**config.mk**
```make
export PLATFORM = sky130hd
export DESIGN_NAME = sram_spi_arbiter
export DESIGN_NICKNAME = d
export VERILOG_FILES = /design/src/rtl/sram_spi_arbiter.sv
export SDC_FILE = /design/constraint.sdc
export NUM_CORES = 1
export LEC_CHECK = 0
export CORE_AREA = 2 2 121 134
export CTS_CLUSTER_DIAMETER = 100
export CTS_CLUSTER_SIZE = 24
export DETAILED_ROUTE_END_ITERATION = 12
export DIE_AREA = 0 0 123 136
export PLACE_DENSITY = 0.59
export SLEW_MARGIN = 30
export SYNTH_ARGS = -nofsm -noshare
export SYNTH_HDL_FRONTEND = slang
export SYNTH_SLANG_ARGS = --single-unit
```
**constraint.sdc**
```tcl
create_clock -name clk -period 8.55 [get_ports clk]
set_clock_uncertainty 0.05 [all_clocks]
set_input_delay 1.2825 -clock clk [delete_from_list [all_inputs] [get_ports clk]]
set_output_delay 1.2825 -clock clk [all_outputs]
set_load 0.02 [all_outputs]
```
**src/rtl/sram_spi_arbiter.sv**
```systemverilog
// Single-port audio SRAM shared between the SPI register path and the audio datapath.
// Audio has priority; a wait counter bounds SPI starvation and SPI reads are prefetched.
module sram_spi_arbiter #(
  parameter int ADDR_W     = 16,
  parameter int DATA_W     = 8,
  parameter int RD_LATENCY = 2,
  parameter int MAX_WAIT   = 4
) (
  input  logic              clk,
  input  logic              reset,
  input  logic [7:0]        page,
  input  logic              spi_rd_mode,
  input  logic [7:0]        start_addr,
  input  logic              addr_load_stb,
  input  logic              spi_wr_stb,
  input  logic [DATA_W-1:0] spi_wr_data,
  input  logic              spi_rd_stb,
  output logic [DATA_W-1:0] spi_rd_data,
  input  logic              aud_req,
  input  logic              aud_we,
  input  logic [ADDR_W-1:0] aud_addr,
  input  logic [DATA_W-1:0] aud_wdata,
  output logic              aud_gnt,
  output logic [DATA_W-1:0] aud_rdata,
  output logic              aud_rvalid,
  output logic              sram_en,
  output logic              sram_we,
  output logic [ADDR_W-1:0] sram_addr,
  output logic [DATA_W-1:0] sram_wdata,
  input  logic [DATA_W-1:0] sram_rdata,
  input  logic              clr_err,
  output logic              wr_overflow,
  output logic              rd_underrun,
  output logic              spi_busy
);

  localparam int WAIT_W = $clog2(MAX_WAIT + 1);

  typedef enum logic {S_IDLE, S_RD_WAIT} state_t;

  state_t            r_state;
  logic [2:0]        r_cnt;
  logic [ADDR_W-1:0] r_ptr, r_wr_addr, r_sram_addr;
  logic [DATA_W-1:0] r_wr_data, r_sram_wdata, r_spi_rd_data, r_aud_rdata;
  logic              r_wr_full, r_pf_pend, r_rd_spi, r_rd_aud, r_stale;
  logic [WAIT_W-1:0] r_wait;
  logic              r_sram_en, r_sram_we, r_aud_gnt, r_aud_rvalid;
  logic              r_wr_ovf, r_rd_unr;

  logic              w_idle, w_aud_el, w_spi_el, w_spi_win, w_aud_win;
  logic              w_wr_iss, w_pf_iss, w_wr_cap, w_capture;
  logic [ADDR_W-1:0] w_ptr_cap, w_ptr_nxt;

  // Offset wraps inside the page; the page bits never change.
  function automatic logic [ADDR_W-1:0] ptr_inc(input logic [ADDR_W-1:0] p);
    return {p[ADDR_W-1:8], p[7:0] + 8'd1};
  endfunction

  assign w_idle    = (r_state == S_IDLE);
  assign w_aud_el  = aud_req & ~r_aud_gnt;
  assign w_spi_el  = r_wr_full | r_pf_pend;
  assign w_spi_win = w_idle & w_spi_el & (~w_aud_el | (r_wait == WAIT_W'(MAX_WAIT)));
  assign w_aud_win = w_idle & w_aud_el & ~w_spi_win;
  assign w_wr_iss  = w_spi_win & r_wr_full;
  assign w_pf_iss  = w_spi_win & ~r_wr_full;
  assign w_wr_cap  = spi_wr_stb & ~r_wr_full;
  // The issue cycle itself does not count toward the read latency.
  assign w_capture = (r_state == S_RD_WAIT) & ~r_sram_en & (r_cnt == 3'd1);

  // A write strobe takes the current pointer; a prefetch issuing alongside it takes the next one.
  assign w_ptr_cap = w_wr_cap ? ptr_inc(r_ptr) : r_ptr;
  assign w_ptr_nxt = addr_load_stb ? ADDR_W'({page, start_addr})
                   : (w_pf_iss ? ptr_inc(w_ptr_cap) : w_ptr_cap);

  always_ff @(posedge clk or posedge reset) begin
    if (reset) begin
      r_state       <= S_IDLE;
      r_cnt         <= '0;
      r_ptr         <= '0;
      r_wr_addr     <= '0;
      r_wr_data     <= '0;
      r_wr_full     <= 1'b0;
      r_pf_pend     <= 1'b0;
      r_rd_spi      <= 1'b0;
      r_rd_aud      <= 1'b0;
      r_stale       <= 1'b0;
      r_wait        <= '0;
      r_sram_en     <= 1'b0;
      r_sram_we     <= 1'b0;
      r_sram_addr   <= '0;
      r_sram_wdata  <= '0;
      r_spi_rd_data <= '0;
      r_aud_rdata   <= '0;
      r_aud_gnt     <= 1'b0;
      r_aud_rvalid  <= 1'b0;
      r_wr_ovf      <= 1'b0;
      r_rd_unr      <= 1'b0;
    end else begin
      r_sram_en    <= 1'b0;
      r_aud_gnt    <= 1'b0;
      r_aud_rvalid <= 1'b0;
      r_ptr        <= w_ptr_nxt;

      if (w_wr_cap) begin
        r_wr_addr <= r_ptr;
        r_wr_data <= spi_wr_data;
      end
      r_wr_full <= r_wr_full ? ~w_wr_iss : w_wr_cap;
      r_pf_pend <= (r_pf_pend & ~w_pf_iss) | spi_rd_stb | (addr_load_stb & spi_rd_mode);

      if (spi_wr_stb & r_wr_full)                 r_wr_ovf <= 1'b1;
      else if (clr_err)                           r_wr_ovf <= 1'b0;
      if (spi_rd_stb & (r_pf_pend | r_rd_spi))    r_rd_unr <= 1'b1;
      else if (clr_err)                           r_rd_unr <= 1'b0;

      if (w_spi_win)                 r_wait <= '0;
      else if (w_idle & w_spi_el)    r_wait <= r_wait + 1'b1;

      if (w_capture)                                   r_stale <= 1'b0;
      else if (addr_load_stb & (r_rd_spi | w_pf_iss))  r_stale <= 1'b1;

      case (r_state)
        S_IDLE: begin
          if (w_wr_iss) begin
            r_sram_en    <= 1'b1;
            r_sram_we    <= 1'b1;
            r_sram_addr  <= r_wr_addr;
            r_sram_wdata <= r_wr_data;
          end else if (w_pf_iss) begin
            r_sram_en   <= 1'b1;
            r_sram_we   <= 1'b0;
            r_sram_addr <= w_ptr_cap;
            r_rd_spi    <= 1'b1;
            r_cnt       <= 3'(RD_LATENCY);
            r_state     <= S_RD_WAIT;
          end else if (w_aud_win) begin
            r_sram_en    <= 1'b1;
            r_sram_we    <= aud_we;
            r_sram_addr  <= aud_addr;
            r_sram_wdata <= aud_wdata;
            r_aud_gnt    <= 1'b1;
            if (!aud_we) begin
              r_rd_aud <= 1'b1;
              r_cnt    <= 3'(RD_LATENCY);
              r_state  <= S_RD_WAIT;
            end
          end
        end
        S_RD_WAIT: begin
          if (!r_sram_en) r_cnt <= r_cnt - 3'd1;
          if (w_capture) begin
            r_state  <= S_IDLE;
            r_rd_aud <= 1'b0;
            r_rd_spi <= 1'b0;
            if (r_rd_aud) begin
              r_aud_rdata  <= sram_rdata;
              r_aud_rvalid <= 1'b1;
            end else if (!r_stale && !addr_load_stb) begin
              r_spi_rd_data <= sram_rdata;
            end
          end
        end
        default: r_state <= S_IDLE;
      endcase
    end
  end

  assign sram_en     = r_sram_en;
  assign sram_we     = r_sram_we;
  assign sram_addr   = r_sram_addr;
  assign sram_wdata  = r_sram_wdata;
  assign aud_gnt     = r_aud_gnt;
  assign aud_rdata   = r_aud_rdata;
  assign aud_rvalid  = r_aud_rvalid;
  assign spi_rd_data = r_spi_rd_data;
  assign wr_overflow = r_wr_ovf;
  assign rd_underrun = r_rd_unr;
  assign spi_busy    = r_wr_full | r_pf_pend | r_rd_spi;

endmodule

```
==> impl_metrics.csv, run 1 <==
group,metric,value,unit
worst_setup_path,required,8.73,ns
detailed_routing,wire_per_inst,15.2,µm
worst_setup_path,endpoint,"r_ptr[6]$_DFF_PP0_",
placed_design,dp_hpwl,8.58,mm
worst_setup_path,path_class,"in -> reg",
clock_tree,cts_setup_buffers,0,
power_and_ir_drop,p_leak,2.76,nW
placed_design,port_buffers,111,
yosys,synth_top_flop_cell,"dfrtp_1",
clock_tree,post_cts_resized,0,
grt,grt_pass1_wl,19.1,mm
power_and_ir_drop,powerDensity,333,nW/µm²
power_and_ir_drop,ir_drop,125,µV
yosys,postSynthCellCount,480,
finish,area_growth,33.5,%
timing,finalSetupTns,0,ns
floorplanning,rows,48,
worst_setup_path,reg2reg_from,"r_wr_full$_DFF_PP0_",
floorplanning,start_util,0.302,
timing,max_freq,0.264,GHz
detailed_routing,viasPerCell,4.86,
timing,slew_headroom,0.377,
finish,stdcell_area,6250,µm²
yosys,synth_top_family_by_area,"simple AND/OR/NAND/NOR gates",
placed_design,dp_slack,4.41,ns
timing,setup_viol,0,
grt,antenna_found_initial,0,
grt,grt_max_degree,84,
yosys,postSynthAreaPerCell,9.75,µm²
worst_setup_path,worst_r2r_path_depth,8,
timing,setup_slack,4.76,ns
floorplanning,io-pin-count,112,
yosys,netlist.area_leader.share,0.524,
detailed_routing,num_vias,3808,
yosys,yosys.area_share.simple,0.183,
floorplanning,die_h,136,µm
yosys,synth-async-reset-ratio,1.00,
run,maxCapViolCount,0,
finish,post-route-util,0.403,
clock_tree,clk_pin_slew_worst_paths,0.07,ns
worst_setup_path,crit_arrival,3.97,ns
worst_setup_path,cp-start-kind,"primary input",
yosys,synth_edf_count,0,
finish,drive_gt1_frac,0.0943,
yosys,yosys-top-cells-area,"dfrtp_1 (52%), nand2_1 (8.7%), mux2_2 (4.3%)",
floorplanning,die_w,123,µm
yosys,synth_cell_types,49,
detailed_routing,dr.pass1.iters,4,
finish,diodes,0,
timing,tightest_slew,0.931,ns
timing,hold_slack,0.420,ns
clock_tree,cts_buffer_depth,2,
yosys,synth_xor_area_frac,0.0187,
placed_design,place_area,5960,µm²
worst_hold_path,min_from,"r_wr_data[2]$_DFFE_PP0P_",
yosys,synth_nets,551,
finish,nFillCells,1515,
status,status,"finished clean",
power_and_ir_drop,finalPower,2.08,mW
worst_setup_path,rr_endpoint,"r_ptr[6]$_DFF_PP0_",
detailed_routing,drt_wl_total,11.9,mm
yosys,yosys.area.top_type,"dfrtp_1",
floorplanning,die_area,16700,µm²
yosys,yosysSeqAreaShare,0.524,
yosys,yosys_warnings,0,
yosys,synth_compound_area_frac,0.127,
worst_setup_path,critPathLaunch,"spi_wr_stb",
yosys,synthMuxAreaShare,0.0946,
clock_tree,cts_tree,"yes",
clock_tree,cts.sinks,98,
detailed_routing,drt-initial-drc-count,214,
timing,slew_viol_final,0,
worst_setup_path,worst_setup_path_end_kind,"flop",
timing,layout_worst_path_cycle_share,0.443,
grt,grt-ovfl-total,0,
finish,fin_cells,783,
placed_design,dp_cells,768,
timing,final_hold_viol_count,0,
clock_tree,worstSkewPairLatency,0.34,ns
grt,first_global_vias,3791,
clock_tree,h-tree-depth,3,
worst_hold_path,hp-class,"reg -> reg",
timing,fin_crit,3.79,ns
worst_setup_path,cp_max_fo,23,
finish,design.final.nets,650,
yosys,syn_area,4680,µm²
yosys,synthAdderAreaFrac,0.0160,
yosys,synth_seq_cells,98,
detailed_routing,ant_nets,0,
clock_tree,cts_buffers,9,
detailed_routing,drc,0,
placed_design,gp_congestion,0.832,
grt,grt_usage,0.148,
timing,rsz0062_at_grt,"false",
clock_tree,holdBufCountCts,0,
worst_setup_path,rrSetupSlack,5.86,ns
floorplanning,core,15500,µm²
clock_tree,root_buffer,"clkbuf_16",
routing by layer:
metal	global-route usage	wire length (µm)
met4	0.0612	246
met3	0.0277	520
met1	0.189	5290
met5	0	0
met2	0.245	5850
synthesized netlist by cell type (all sizes together) (2+ instances only):
cell type and count:
a21oi 33, nand2 108, a21o 4, nand2b 4
mux2i 12, o211ai 3, buf 11, o31ai 6
nand3b 5, a31oi 6, and2 2, mux2 26
nor3 3, nor2 31, clkbuf 15, nor2b 4
o21ai 38, dfrtp 98, nand3 3, xor2 5
or3 10, ha 6, or4 2, nand4 3
inv 15, and4b 2, xnor2 5, a211oi 2
and3 4, nor3b 2, a22oi 2
how the worst min path moves through the flow:
stage	cells after the start	to	slack [ns]
CTS	2	r_wr_data[2]$_DFFE_PP0P_	0.43
detailed placement	2	r_wr_data[2]$_DFFE_PP0P_	0.41
global placement	2	r_wr_addr[5]$_DFFE_PP0P_	0.40
finish	2	r_wr_data[2]$_DFFE_PP0P_	0.42
global route	2	r_wr_data[4]$_DFFE_PP0P_	0.44
floorplan	2	r_wr_addr[5]$_DFFE_PP0P_	0.39
logic make-up (layout without fill, tap and decap cells):
logic type	after synthesis	in the layout
mux	38	38
compound gates	101	101
xor+xnor	10	10
simple gates	186	186
buf+inv	41	144
fa+ha+maj	6	6
flops	98	98
layout make-up:
| type | count | area, µm² | area share |
|---|---|---|---|
| Sequential cell | 98 | 2450 | 0.392 |
| Clock buffer | 11 | 233 | 0.0372 |
| Timing Repair Buffer | 114 | 1140 | 0.182 |
| Clock inverter | 4 | 52.6 | 0.00841 |
| Multi-Input combinational cell | 341 | 2060 | 0.330 |
| Inverter | 15 | 58.8 | 0.00941 |
| Tap cell | 200 | 250 | 0.0400 |
worst max-delay path: stages:
cell and delay [ns]:
clkdlybuf4s50_1 0.76, nor2b_2 0.85, nand2_1 0.11, nand2_1 0.12
ha_1 0.16, nor3b_2 0.28, a31oi_1 0.13, a221oi_1 0.26
flip-flops by register name (all words and copies together) (netlist names), 3 cells and up:
name / flops
sram_addr: 16
aud_rdata: 8
spi_rd_data: 8
sram_wdata: 8
r_wait: 3
r_wr_data: 8
r_cnt: 3
r_ptr: 16
r_wr_addr: 16
placed cells by master, fill, tap and decap left out, types with 2 or more instances in the layout:
cell             Yosys  final
nor2b_1              4      3
nand4_1              3      3
and4b_1              2      2
ha_1                 6      6
and2_1               2      2
a22oi_1              2      2
or4_1                2      2
o21ai_0             10     10
xnor2_1              5      5
mux2_2              18     18
clkbuf_16            0      9
or3_1               10     10
inv_1               14     13
nor2_1              31     31
a21oi_1             32     32
nand3b_1             4      4
xor2_1               5      5
clkbuf_1            15      2
nand2b_1             4      3
mux2i_1             12     12
nor3_1               2      2
buf_4                1      2
a21o_1               4      3
o31ai_1              6      6
mux2_4               8      8
a31oi_1              6      6
and3_1               4      4
dfrtp_1             98     98
o211ai_1             3      3
clkdlybuf4s50_1      0    111
nand3_1              3      3
nor3b_2              2      2
nand2_1            108    108
o21ai_1             28     28
where the power goes:
group / internal, mW / switching (mW) / total [mW]
logic: 0.417 / 0.483 / 0.900
clock network: 0.227 / 0.175 / 0.402
registers: 0.654 / 0.127 / 0.781
Note: power is estimated with default switching activity, not from simulation.
==> inputs of run 2 (changes only) <==
--- a/config.mk
+++ b/config.mk
@@ -10,7 +10,7 @@
 export CTS_CLUSTER_SIZE = 24
 export DETAILED_ROUTE_END_ITERATION = 12
 export DIE_AREA = 0 0 123 136
-export PLACE_DENSITY = 0.59
+export PLACE_DENSITY = 0.61
 export SLEW_MARGIN = 30
 export SYNTH_ARGS = -nofsm -noshare
 export SYNTH_HDL_FRONTEND = slang
==> constraint.sdc (replaced) <==
create_clock -name clk -period 3.09 [get_ports clk]
set_clock_uncertainty 0.05 [all_clocks]
set_input_delay 0.4635 -clock clk [delete_from_list [all_inputs] [get_ports clk]]
set_output_delay 0.4635 -clock clk [all_outputs]
set_load 0.02 [all_outputs]
==> run 2 against run 1 <==
Power rose to 2.8 times the previous value. Wire length grew 4.3%. Core utilization grew 0.43 points. Global-route usage grew 0.69 points. Worst setup slack got worse by 4.1 ns. Final cell count is 1.0% higher. First-iteration DRC count rose by 9.8%. Clock-buffer cell count unchanged. Die area unchanged. Sequential power grew to 2.8 times the previous value. Final area rose by 1.1%. Largest cell class unchanged.
==> impl_metrics.csv, run 2 (synthesized netlist as in run 1, its figures left out) <==
group,metric,value,unit
clock_tree,root_buffer,"clkbuf_16",
clock_tree,holdBufCountCts,0,
clock_tree,worstSkewPairLatency,0.35,ns
timing,finalSetupTns,0,ns
finish,design.final.nets,658,
finish,final_cell_mix,"clkdlybuf4s50_1 (111), nand2_1 (108), dfrtp_1 (98)",
timing,setup_viol,0,
floorplanning,io-pin-count,112,
timing,setup_slack,0.698,ns
power_and_ir_drop,powerDensity,926,nW/µm²
status,status,"finished clean",
power_and_ir_drop,pwr-share-clk,0.190,
clock_tree,post_cts_resized,0,
timing,tightest_slew,0.715,ns
timing,layout_worst_path_cycle_share,0.774,
floorplanning,core,15500,µm²
placed_design,dp_hpwl,8.96,mm
grt,antenna_found_initial,0,
clock_tree,cts_buffers,9,
placed_design,port_buffers,111,
detailed_routing,viasPerCell,4.98,
timing,rsz0062_at_grt,"false",
run,maxCapViolCount,0,
power_and_ir_drop,p_int,3.63,mW
worst_setup_path,cp-start-kind,"primary input",
timing,fin_crit,2.39,ns
grt,grt_usage,0.155,
timing,slew_headroom,0.523,
worst_setup_path,crit_family,"simple AND/OR/NAND/NOR gates",
timing,slew_viol_final,0,
clock_tree,cts_setup_buffers,0,
finish,layout_commonest_cell,"clkdlybuf4s50_1",
clock_tree,clk_pin_slew_worst_paths,0.06,ns
worst_setup_path,crit_chain,"clkdlybuf4s50_1 > nand2b_1 > buf_4 > a31oi_1 > nor3_2 > nand4_1 > and3_1",
power_and_ir_drop,ir_drop,331,µV
detailed_routing,drt_wl_total,12.4,mm
worst_setup_path,slowest_delay,0.65,ns
power_and_ir_drop,finalPower,5.85,mW
worst_setup_path,slowest_stage,"clkdlybuf4s50_1",
finish,area_growth,34.9,%
timing,final_hold_viol_count,0,
timing,max_freq,0.418,GHz
grt,grt_pass1_wl,20.0,mm
floorplanning,die_area,16700,µm²
power_and_ir_drop,switching_share,0.379,
power_and_ir_drop,p_leak,2.80,nW
finish,nFillCells,1503,
floorplanning,rows,48,
clock_tree,h-tree-depth,3,
worst_setup_path,required,3.27,ns
finish,post-route-util,0.408,
finish,diodes,0,
grt,first_global_vias,3918,
clock_tree,cts.sinks,98,
clock_tree,cts_buffer_depth,2,
floorplanning,start_util,0.302,
finish,regArea,2450,µm²
floorplanning,die_w,123,µm
detailed_routing,dr.pass1.iters,5,
placed_design,dp_slack,0.334,ns
worst_setup_path,path_class,"in -> reg",
worst_hold_path,hp-class,"reg -> reg",
worst_setup_path,cp.buffers_inverters,2,
grt,grt_max_degree,57,
worst_setup_path,worst_setup_path_end_kind,"flop",
grt,grt-ovfl-total,0,
worst_setup_path,crit_arrival,2.58,ns
finish,multi_input_area,2060,µm²
placed_design,gp_congestion,0.831,
clock_tree,cts_tree,"yes",
power_and_ir_drop,combPwrFrac,0.438,
detailed_routing,wire_per_inst,15.7,µm
detailed_routing,num_vias,3938,
detailed_routing,drc,0,
detailed_routing,ant_nets,0,
worst_setup_path,cp_max_fo,26,
floorplanning,die_h,136,µm
power_and_ir_drop,p_seq_frac,0.372,
detailed_routing,drt-initial-drc-count,235,
power_and_ir_drop,power.switching,2.21,mW
finish,drive_gt1_frac,0.103,
-- run 2: cell count changes in the layout (fill, tap and decap cells not counted), sizes merged --
cell | before | now
clkinv | 2 | 1
clkinvlp | 0 | 2
inv | 16 | 15
buf | 3 | 11
-- run 2: final cells by class --
class,count,share of cell area
inverters,15,0.00931
repair buffers,122,0.191
multi-input cells,341,0.326
clock inverters,4,0.00852
well taps,200,0.0396
clock buffers,11,0.0369
flip-flops and latches,98,0.388
-- run 2: worst paths after layout --
check,end,slack (ns),from,cells after the start
worst max-delay path,r_ptr[7]$_DFF_PP0_,0.70,spi_wr_stb,7
worst max register to register,spi_rd_data[3]$_DFFE_PP0P_,0.85,r_state$_DFF_PP0_,4
min in group asynchronous,spi_rd_data[5]$_DFFE_PP0P_,0.47,reset,2
worst min-delay path,r_wr_addr[5]$_DFFE_PP0P_,0.42,r_wr_addr[5]$_DFFE_PP0P_,2
max in group asynchronous,r_cnt[1]$_DFFE_PP0P_,1.81,reset,3
worst min register to register,r_wr_addr[5]$_DFFE_PP0P_,0.42,r_wr_addr[5]$_DFFE_PP0P_,2
-- run 2: tightest hold or removal path: cells and delay by family, from the launching register on --
| kind | cells | cell delay [ns] |
|---|---|---|
| DFF | 1 | 0.34 |
| and+or+nand+nor | 2 | 0.11 |
-- run 2: power groups by stage --
stage / logic, mW / registers (mW) / clock network, mW
after detailed placement: 2.58 / 2.19 / 0
after CTS: 2.59 / 2.17 / 1.14
after global routing: 2.82 / 2.25 / 1.20
after global placement: 2.52 / 2.17 / 0
after floorplan: 1.25 / 2.43 / 0
final: 2.56 / 2.17 / 1.11
-- run 2: metrics by stage --
step           hold slack [ns]  cells  cell area, µm²
6_report                 0.422    791            6310
5_1_grt                  0.434    791            6310
4_1_cts                  0.427    791            6310
3_5_place_dp             0.410    776            6030
3_3_place_gp             0.409    776            6030
2_1_floorplan            0.387    480            4680
-- run 2: per-layer routing --
layer,GRT usage,wire length [µm]
met2,0.257,6040
met5,0,0
met1,0.199,5460
met4,0.0587,244
met3,0.0294,676
